### config.mk
export PLATFORM = sky130hd
export DESIGN_NAME = noc_out_port_arb_flat
export DESIGN_NICKNAME = d
export VERILOG_FILES = /design/src/rtl/noc_pkg.sv /design/src/rtl/noc_out_port_arb_if.sv /design/src/rtl/noc_rr_arbiter.sv /design/src/rtl/noc_out_port_arb.sv /design/src/flat_wrapper.sv
export SDC_FILE = /design/constraint.sdc
export NUM_CORES = 1
export LEC_CHECK = 0
export BUFFER_PORTS_ARGS = -buffer_cell sky130_fd_sc_hd__buf_4
export CORE_ASPECT_RATIO = 1.4
export CORE_MARGIN = 4
export CORE_UTILIZATION = 30
export CTS_BUF_LIST = sky130_fd_sc_hd__clkbuf_8
export DETAILED_ROUTE_END_ITERATION = 16
export GPL_TIMING_DRIVEN = 0
export PLACE_DENSITY = 0.55
export REMOVE_ABC_BUFFERS = 1
export SYNTH_ARGS = -nofsm -noshare
export SYNTH_HDL_FRONTEND = slang
export SYNTH_SLANG_ARGS = --single-unit
### constraint.sdc
create_clock -name clk -period 16.35 [get_ports clk]
set_input_delay 3.27 -clock clk [delete_from_list [all_inputs] [get_ports clk]]
set_output_delay 3.27 -clock clk [all_outputs]
set_load 0.01 [all_outputs]
### src/rtl/noc_pkg.sv
// Shared NoC router constants, flit field positions and the output-port FSM state type.
package noc_pkg;
    localparam int NPORT    = 5;
    localparam int FLIT_W   = 35;
    localparam int NVC      = 2;
    localparam int VC_W     = (NVC > 1) ? $clog2(NVC) : 1;
    localparam int PORT_W   = $clog2(NPORT);
    localparam int HEAD_BIT = FLIT_W - 1;
    localparam int TAIL_BIT = FLIT_W - 2;

    typedef enum logic {
        ARB_IDLE = 1'b0,
        ARB_BUSY = 1'b1
    } arb_state_t;

    typedef logic [FLIT_W-1:0] flit_t;

    function automatic logic [PORT_W-1:0] port_inc(input logic [PORT_W-1:0] p);
        return (p == PORT_W'(NPORT - 1)) ? '0 : p + 1'b1;
    endfunction
endpackage

### src/rtl/noc_out_port_arb_if.sv
// Request/grant bundle from the input ports plus the registered output link of one router output.
interface noc_out_port_arb_if;
    import noc_pkg::*;

    logic [NPORT-1:0]             req_valid;
    logic [NPORT-1:0][VC_W-1:0]   req_vch;
    logic [NPORT-1:0][FLIT_W-1:0] req_data;
    logic [NPORT-1:0]             gnt;
    logic [FLIT_W-1:0]            ODATA;
    logic                         OVALID;
    logic [VC_W-1:0]              OVCH;
    logic [NVC-1:0]               IACK;
    logic [NVC-1:0]               ILCK;
    logic                         err;

    modport slave (
        input  req_valid, req_vch, req_data, IACK, ILCK,
        output gnt, ODATA, OVALID, OVCH, err
    );

    modport master (
        output req_valid, req_vch, req_data, IACK, ILCK,
        input  gnt, ODATA, OVALID, OVCH, err
    );
endinterface

### src/rtl/noc_rr_arbiter.sv
// Combinational round-robin pick: first asserted request searching upward from ptr, wrapping.
module noc_rr_arbiter
    import noc_pkg::*;
(
    input  logic [NPORT-1:0]  req,
    input  logic [PORT_W-1:0] ptr,
    output logic [NPORT-1:0]  gnt,
    output logic [PORT_W-1:0] idx,
    output logic              any
);
    logic [PORT_W-1:0] cand;

    always_comb begin
        gnt  = '0;
        idx  = '0;
        any  = 1'b0;
        cand = '0;
        for (int k = 0; k < NPORT; k++) begin
            cand = PORT_W'((32'(ptr) + k) % NPORT);
            if (!any && req[cand]) begin
                any       = 1'b1;
                gnt[cand] = 1'b1;
                idx       = cand;
            end
        end
    end
endmodule

### src/rtl/noc_out_port_arb.sv
// Output-port allocator: round-robin head arbitration, wormhole lock, per-VC credits, registered link.
// Optional NOC_ARB_TIMEOUT_EN adds a stall counter that force-releases a stuck lock.
module noc_out_port_arb
    import noc_pkg::*;
#(
    parameter int CREDITS = 4,
    parameter int TIMEOUT = 64
) (
    input  logic              clk,
    input  logic              RST_,
    noc_out_port_arb_if.slave bus
);
    localparam int CW = $clog2(CREDITS + 1);

    if (CREDITS < 1 || TIMEOUT < 1) begin : g_bad_param
        $error("noc_out_port_arb: CREDITS and TIMEOUT must be positive");
    end

    arb_state_t        state, state_nxt;
    logic [PORT_W-1:0] rr_ptr, owner;
    logic [VC_W-1:0]   owner_vc;
    logic [CW-1:0]     credit [NVC];

    logic [NVC-1:0]    cred_ok, cred_dec;
    logic              cred_ovf;
    logic [NPORT-1:0]  elig, arb_gnt, gnt;
    logic [PORT_W-1:0] arb_idx, sel_port;
    logic              arb_any, send, sel_tail, timeout;
    logic [VC_W-1:0]   sel_vc;
    flit_t             sel_flit;

    flit_t             odata;
    logic              ovalid, err;
    logic [VC_W-1:0]   ovch;

    always_comb begin
        cred_dec = '0;
        cred_ok  = '0;
        cred_ovf = 1'b0;
        for (int v = 0; v < NVC; v++) begin
            cred_dec[v] = send && (sel_vc == VC_W'(v));
            cred_ok[v]  = (credit[v] != '0);
            if (bus.IACK[v] && !cred_dec[v] && credit[v] == CW'(CREDITS))
                cred_ovf = 1'b1;
        end
    end

    // Only heads compete; body flits left over from an aborted packet never win.
    always_comb begin
        elig = '0;
        for (int i = 0; i < NPORT; i++)
            elig[i] = bus.req_valid[i] && bus.req_data[i][HEAD_BIT] &&
                      cred_ok[bus.req_vch[i]] && !bus.ILCK[bus.req_vch[i]];
    end

    noc_rr_arbiter u_rr (
        .req (elig),
        .ptr (rr_ptr),
        .gnt (arb_gnt),
        .idx (arb_idx),
        .any (arb_any)
    );

    always_ff @(posedge clk or negedge RST_) begin
        if (!RST_) state <= ARB_IDLE;
        else       state <= state_nxt;
    end

    always_comb begin
        state_nxt = state;
        case (state)
            ARB_IDLE: if (send && !sel_tail)             state_nxt = ARB_BUSY;
            ARB_BUSY: if ((send && sel_tail) || timeout) state_nxt = ARB_IDLE;
            default:                                     state_nxt = ARB_IDLE;
        endcase
    end

    // Mid-packet the owner streams regardless of its req_vch or ILCK.
    always_comb begin
        send     = 1'b0;
        gnt      = '0;
        sel_port = '0;
        sel_vc   = '0;
        case (state)
            ARB_IDLE: if (arb_any) begin
                send     = 1'b1;
                gnt      = arb_gnt;
                sel_port = arb_idx;
                sel_vc   = bus.req_vch[arb_idx];
            end
            ARB_BUSY: if (bus.req_valid[owner] && cred_ok[owner_vc]) begin
                send       = 1'b1;
                gnt[owner] = 1'b1;
                sel_port   = owner;
                sel_vc     = owner_vc;
            end
            default: ;
        endcase
    end

    assign sel_flit = bus.req_data[sel_port];
    assign sel_tail = sel_flit[TAIL_BIT];

    always_ff @(posedge clk or negedge RST_) begin
        if (!RST_) begin
            rr_ptr   <= '0;
            owner    <= '0;
            owner_vc <= '0;
        end else begin
            if (state == ARB_IDLE && send) begin
                owner    <= sel_port;
                owner_vc <= sel_vc;
            end
            if ((send && sel_tail) || timeout)
                rr_ptr <= port_inc(timeout ? owner : sel_port);
        end
    end

    always_ff @(posedge clk or negedge RST_) begin
        if (!RST_) begin
            for (int v = 0; v < NVC; v++) credit[v] <= CW'(CREDITS);
        end else begin
            for (int v = 0; v < NVC; v++) begin
                if (cred_dec[v] && !bus.IACK[v])
                    credit[v] <= credit[v] - 1'b1;
                else if (bus.IACK[v] && !cred_dec[v] && credit[v] != CW'(CREDITS))
                    credit[v] <= credit[v] + 1'b1;
            end
        end
    end

`ifdef NOC_ARB_TIMEOUT_EN
    localparam int TW = $clog2(TIMEOUT + 1);
    logic [TW-1:0] stall_cnt;

    always_ff @(posedge clk or negedge RST_) begin
        if (!RST_)                                          stall_cnt <= '0;
        else if (state != ARB_BUSY || send || timeout)      stall_cnt <= '0;
        else                                                stall_cnt <= stall_cnt + 1'b1;
    end

    // Fires on the TIMEOUT-th consecutive stalled BUSY cycle.
    assign timeout = (state == ARB_BUSY) && !send && (stall_cnt == TW'(TIMEOUT - 1));
`else
    assign timeout = 1'b0;
`endif

    always_ff @(posedge clk or negedge RST_) begin
        if (!RST_) begin
            odata  <= '0;
            ovalid <= 1'b0;
            ovch   <= '0;
            err    <= 1'b0;
        end else begin
            ovalid <= send;
            if (send) begin
                odata <= sel_flit;
                ovch  <= sel_vc;
            end
            if (cred_ovf || timeout) err <= 1'b1;
        end
    end

    assign bus.gnt    = gnt;
    assign bus.ODATA  = odata;
    assign bus.OVALID = ovalid;
    assign bus.OVCH   = ovch;
    assign bus.err    = err;
endmodule

### src/flat_wrapper.sv
// flat-port wrapper written by rule: the top's interface ports become plain ports
module noc_out_port_arb_flat import noc_pkg::*;
#(
    parameter int CREDITS = 4,
    parameter int TIMEOUT = 64
)
  (clk, RST_, bus_req_valid, bus_req_vch, bus_req_data, bus_IACK, bus_ILCK, bus_gnt, bus_ODATA, bus_OVALID, bus_OVCH, bus_err);
  noc_out_port_arb_if bus_i ();
  input  logic clk;
  input  logic RST_;
  input wire logic [$bits(bus_i.req_valid)-1:0] bus_req_valid;
  input wire logic [$bits(bus_i.req_vch)-1:0] bus_req_vch;
  input wire logic [$bits(bus_i.req_data)-1:0] bus_req_data;
  input wire logic [$bits(bus_i.IACK)-1:0] bus_IACK;
  input wire logic [$bits(bus_i.ILCK)-1:0] bus_ILCK;
  output wire logic [$bits(bus_i.gnt)-1:0] bus_gnt;
  output wire logic [$bits(bus_i.ODATA)-1:0] bus_ODATA;
  output wire logic [$bits(bus_i.OVALID)-1:0] bus_OVALID;
  output wire logic [$bits(bus_i.OVCH)-1:0] bus_OVCH;
  output wire logic [$bits(bus_i.err)-1:0] bus_err;
  assign bus_i.req_valid = bus_req_valid;
  assign bus_i.req_vch = bus_req_vch;
  assign bus_i.req_data = bus_req_data;
  assign bus_i.IACK = bus_IACK;
  assign bus_i.ILCK = bus_ILCK;
  assign bus_gnt = bus_i.gnt;
  assign bus_ODATA = bus_i.ODATA;
  assign bus_OVALID = bus_i.OVALID;
  assign bus_OVCH = bus_i.OVCH;
  assign bus_err = bus_i.err;
  noc_out_port_arb #(.CREDITS(CREDITS), .TIMEOUT(TIMEOUT)) u_core (.clk(clk), .RST_(RST_), .bus(bus_i));
endmodule
==> flow_summary.ini <==
[yosys]
synth_top_family_by_area = compound AO/OA/AOI/OAI gates
synth_compound_area_frac = 0.323
synthAdderAreaFrac = 0.0450
yosysWarnings = 0
synth_edf_count = 0
synthesis.area_um2 = 5620
synth_cells = 673
postSynthAreaPerCell_um2 = 8.35
ys_async_sr_fraction = 1.00
synth-seq-cells = 52
synthXorXnorAreaFrac = 0.0169
yosys.area_share.simple = 0.232
yosysUniqueCellTypes = 104
seq_area_frac_synth = 0.232
ys.flop_type = dfrtp_1
muxShareOfSynthArea = 0.0964

[critical_path]
worst_r2r_endpoint = u_core.credit[5]
crit_type = reg -> out
startpoint_type = register
critPathMaxFanout = 23
crit_path_top_delay_cell = a31oi_1
arrival_ns = 6.95
worst_setup_path_end_kind = output port
reg2reg_depth = 18
ff2ff_setup_slack_ns = 7.82
crit_required_ns = 13.08
r2r_start = u_core.rr_ptr[0]
cp_cell_sequence = inv_1 -> ha_1 -> inv_1 -> ha_1 -> nor3_2 -> nor2_1 -> xnor2_1 -> a21boi_0 -> a211oi_1 -> o211ai_1 -> a31oi_1 -> a32o_1 -> buf_4
cpPeakStageDelay_ns = 0.97

[final_layout]
drive_gt1_frac = 0.372
multi_input_area_um2 = 4010
fin_nets = 1088
final_common_cell = buf_4
final_cell_mix = buf_4, nand2_1, dfrtp_1, mux2i_1
syn_to_final_growth_pct = 36.6
fill_cells = 1922
regArea_um2 = 1300

[global_routing]
grt_pass1_vias = 6470
grt_antenna_before_repair = 0
overflow = 0
grt_pass1_wl_um = 37300
grt_util_all_layers = 0.232
grt_max_degree = 53

[clock_tree]
cts_buffer_depth = 2
hold_buffers = 0
numCtsBuffers = 5
post_cts_buffers = 0
insertion_delay_ns = 0.32
htreeDepth = 2
clkTransAtPathRegs_ns = 0.10
cts_tree = done
cts-root-buf = clkbuf_8
post_cts_resized = 0
clock_sinks = 52

[status]
status = finished, final reports clean

[floorplanning]
die_w_um = 124
coreArea_um2 = 18200
start_util = 0.308
die_h_um = 170
num_rows = 58
die_area_um2 = 21000
io-pin-count = 234

[routing]
routedWlPerCell_um = 22.3
drc = 0
vias_per_cell = 5.60
drt_iter0_markers = 340
drt_wl_total_um = 25000
ant_nets = 0
vias = 6274
drtPass1Iterations = 5

[sta]
clock.fmax_ghz = 0.0978
fin_crit_ns = 10.22
setup_viol = 0
min_period_over_period = 0.625
clock-skew-final_ns = 0.00984
worstMarginPinSlew_ns = 1.21
relSlewSlack = 0.189
drv_slew = 0
tns_ns = 0
rsz0062_at_grt = no
hold_viol = 0

[placement]
dp_hpwl_um = 20000
gp_congestion = 0.957
portBuffers = 233

[hold_path]
hold_path_end = u_core.bus.err
min_path_cells = 2
hp-class = reg -> reg
worstHoldStart = u_core.bus.err

[job]
maxCapViolations = 0
## Yosys cell counts (all sizes together) (3+ instances only)
cell type,count,area share
and2,9,0.010
o21a,7,0.0096
o221a,33,0.066
a311oi,3,0.0058
a32oi,37,0.062
mux2,6,0.013
nand3,16,0.014
nor4,7,0.0089
o21ai,23,0.021
o32a,3,0.0056
or3,9,0.012
mux2i,47,0.084
o221ai,3,0.0058
nand2,109,0.073
nand4,4,0.0045
o211ai,4,0.0053
a21oi,27,0.026
or2,5,0.0056
ha,17,0.038
inv,30,0.020
a22oi,4,0.0062
nand2b,8,0.010
and3,4,0.0047
a221oi,4,0.0062
o211a,3,0.0053
a31oi,6,0.0094
nor2,35,0.024
o32ai,5,0.0078
buf,22,0.023
clkbuf,17,0.011
nor3,27,0.032
a21o,5,0.0067
a211oi,9,0.013
dfrtp,50,0.22
xnor2,9,0.015
nor2b,7,0.0078
a21boi,5,0.0073
o22ai,10,0.012
a211o,3,0.0047
## final cells by class
type	instances	share of cell area
timing repair buffer	237	0.240
sequential	52	0.170
clock buffer	6	0.0108
inverter	31	0.0155
antenna	1	0.000326
clock inverter	2	0.00147
tap	240	0.0391
multi-input combinational	551	0.523
## per-layer routing
metal	GRT usage	wire, um	part of all wire	vias up
met5	0	0	0	-
met4	0.0728	769	0.031	0
met3	0.0529	2100	0.084	31
met2	0.408	12600	0.50	253
met1	0.276	9510	0.38	2980
li1	-	-	-	3010
## worst max-delay path: cells and delay by family, from the launching register on
family,cells,cell delay [ns]
buffers and inverters,3,1.22
flip-flops,1,0.96
XOR/XNOR,1,0.36
AND/OR/NAND/NOR,2,0.48
AO/OA/AOI/OAI,5,2.25
adder cells (fa/ha/maj),2,1.33
## cells by family after synthesis
logic type,count (synthesis)
and+or+nand+nor,255
DFF,52
AOI/OAI and AO/OA,214
xor gates and xnor gates,10
buffers and inverters,70
adders and majority gates,19
muxes,53
## how the worst max path moves through the flow
stage	endpoint	cells past startpoint	slack [ns]	startpoint
floorplan	bus_gnt[4]	8	7.37	bus_ILCK[0]
global placement	bus_gnt[4]	10	6.27	bus_ILCK[0]
detailed placement	bus_gnt[4]	10	6.21	bus_ILCK[0]
CTS	bus_gnt[4]	13	6.08	u_core.rr_ptr[0]
global route	bus_gnt[4]	13	5.52	u_core.rr_ptr[0]
finish	bus_gnt[4]	13	6.13	u_core.rr_ptr[0]
## per-stage QoR
| stage | hold slack (ns) | setup slack [ns] | std cells | area, um2 | util |
|---|---|---|---|---|---|
| 6_report | 0.504 | 6.13 | 1120 | 7670 | 0.421 |
| 5_1_grt | 0.545 | 5.52 | 1119 | 7670 | 0.421 |
| 4_1_cts | 0.515 | 6.08 | 1118 | 7640 | 0.420 |
| 3_5_place_dp | 0.491 | 6.21 | 1110 | 7550 | 0.414 |
| 3_3_place_gp | 0.481 | 6.27 | 1107 | 7480 | 0.410 |
| 2_1_floorplan | 0.491 | 7.37 | 634 | 5430 | - |
## state kept, by name, summed over array words and instances, names as in the netlist, named ones only
signal             cells
u_core.owner_vc        1
u_core.owner           3
u_core.rr_ptr          3
u_core.bus.OVCH        1
u_core.bus.ODATA      35
u_core.bus.OVALID      1
u_core.bus.err         1
u_core.credit          6
Power is left out: the tool's default activity adds up to more than one toggle a clock period on the data nets, which glitch-free logic cannot reach.
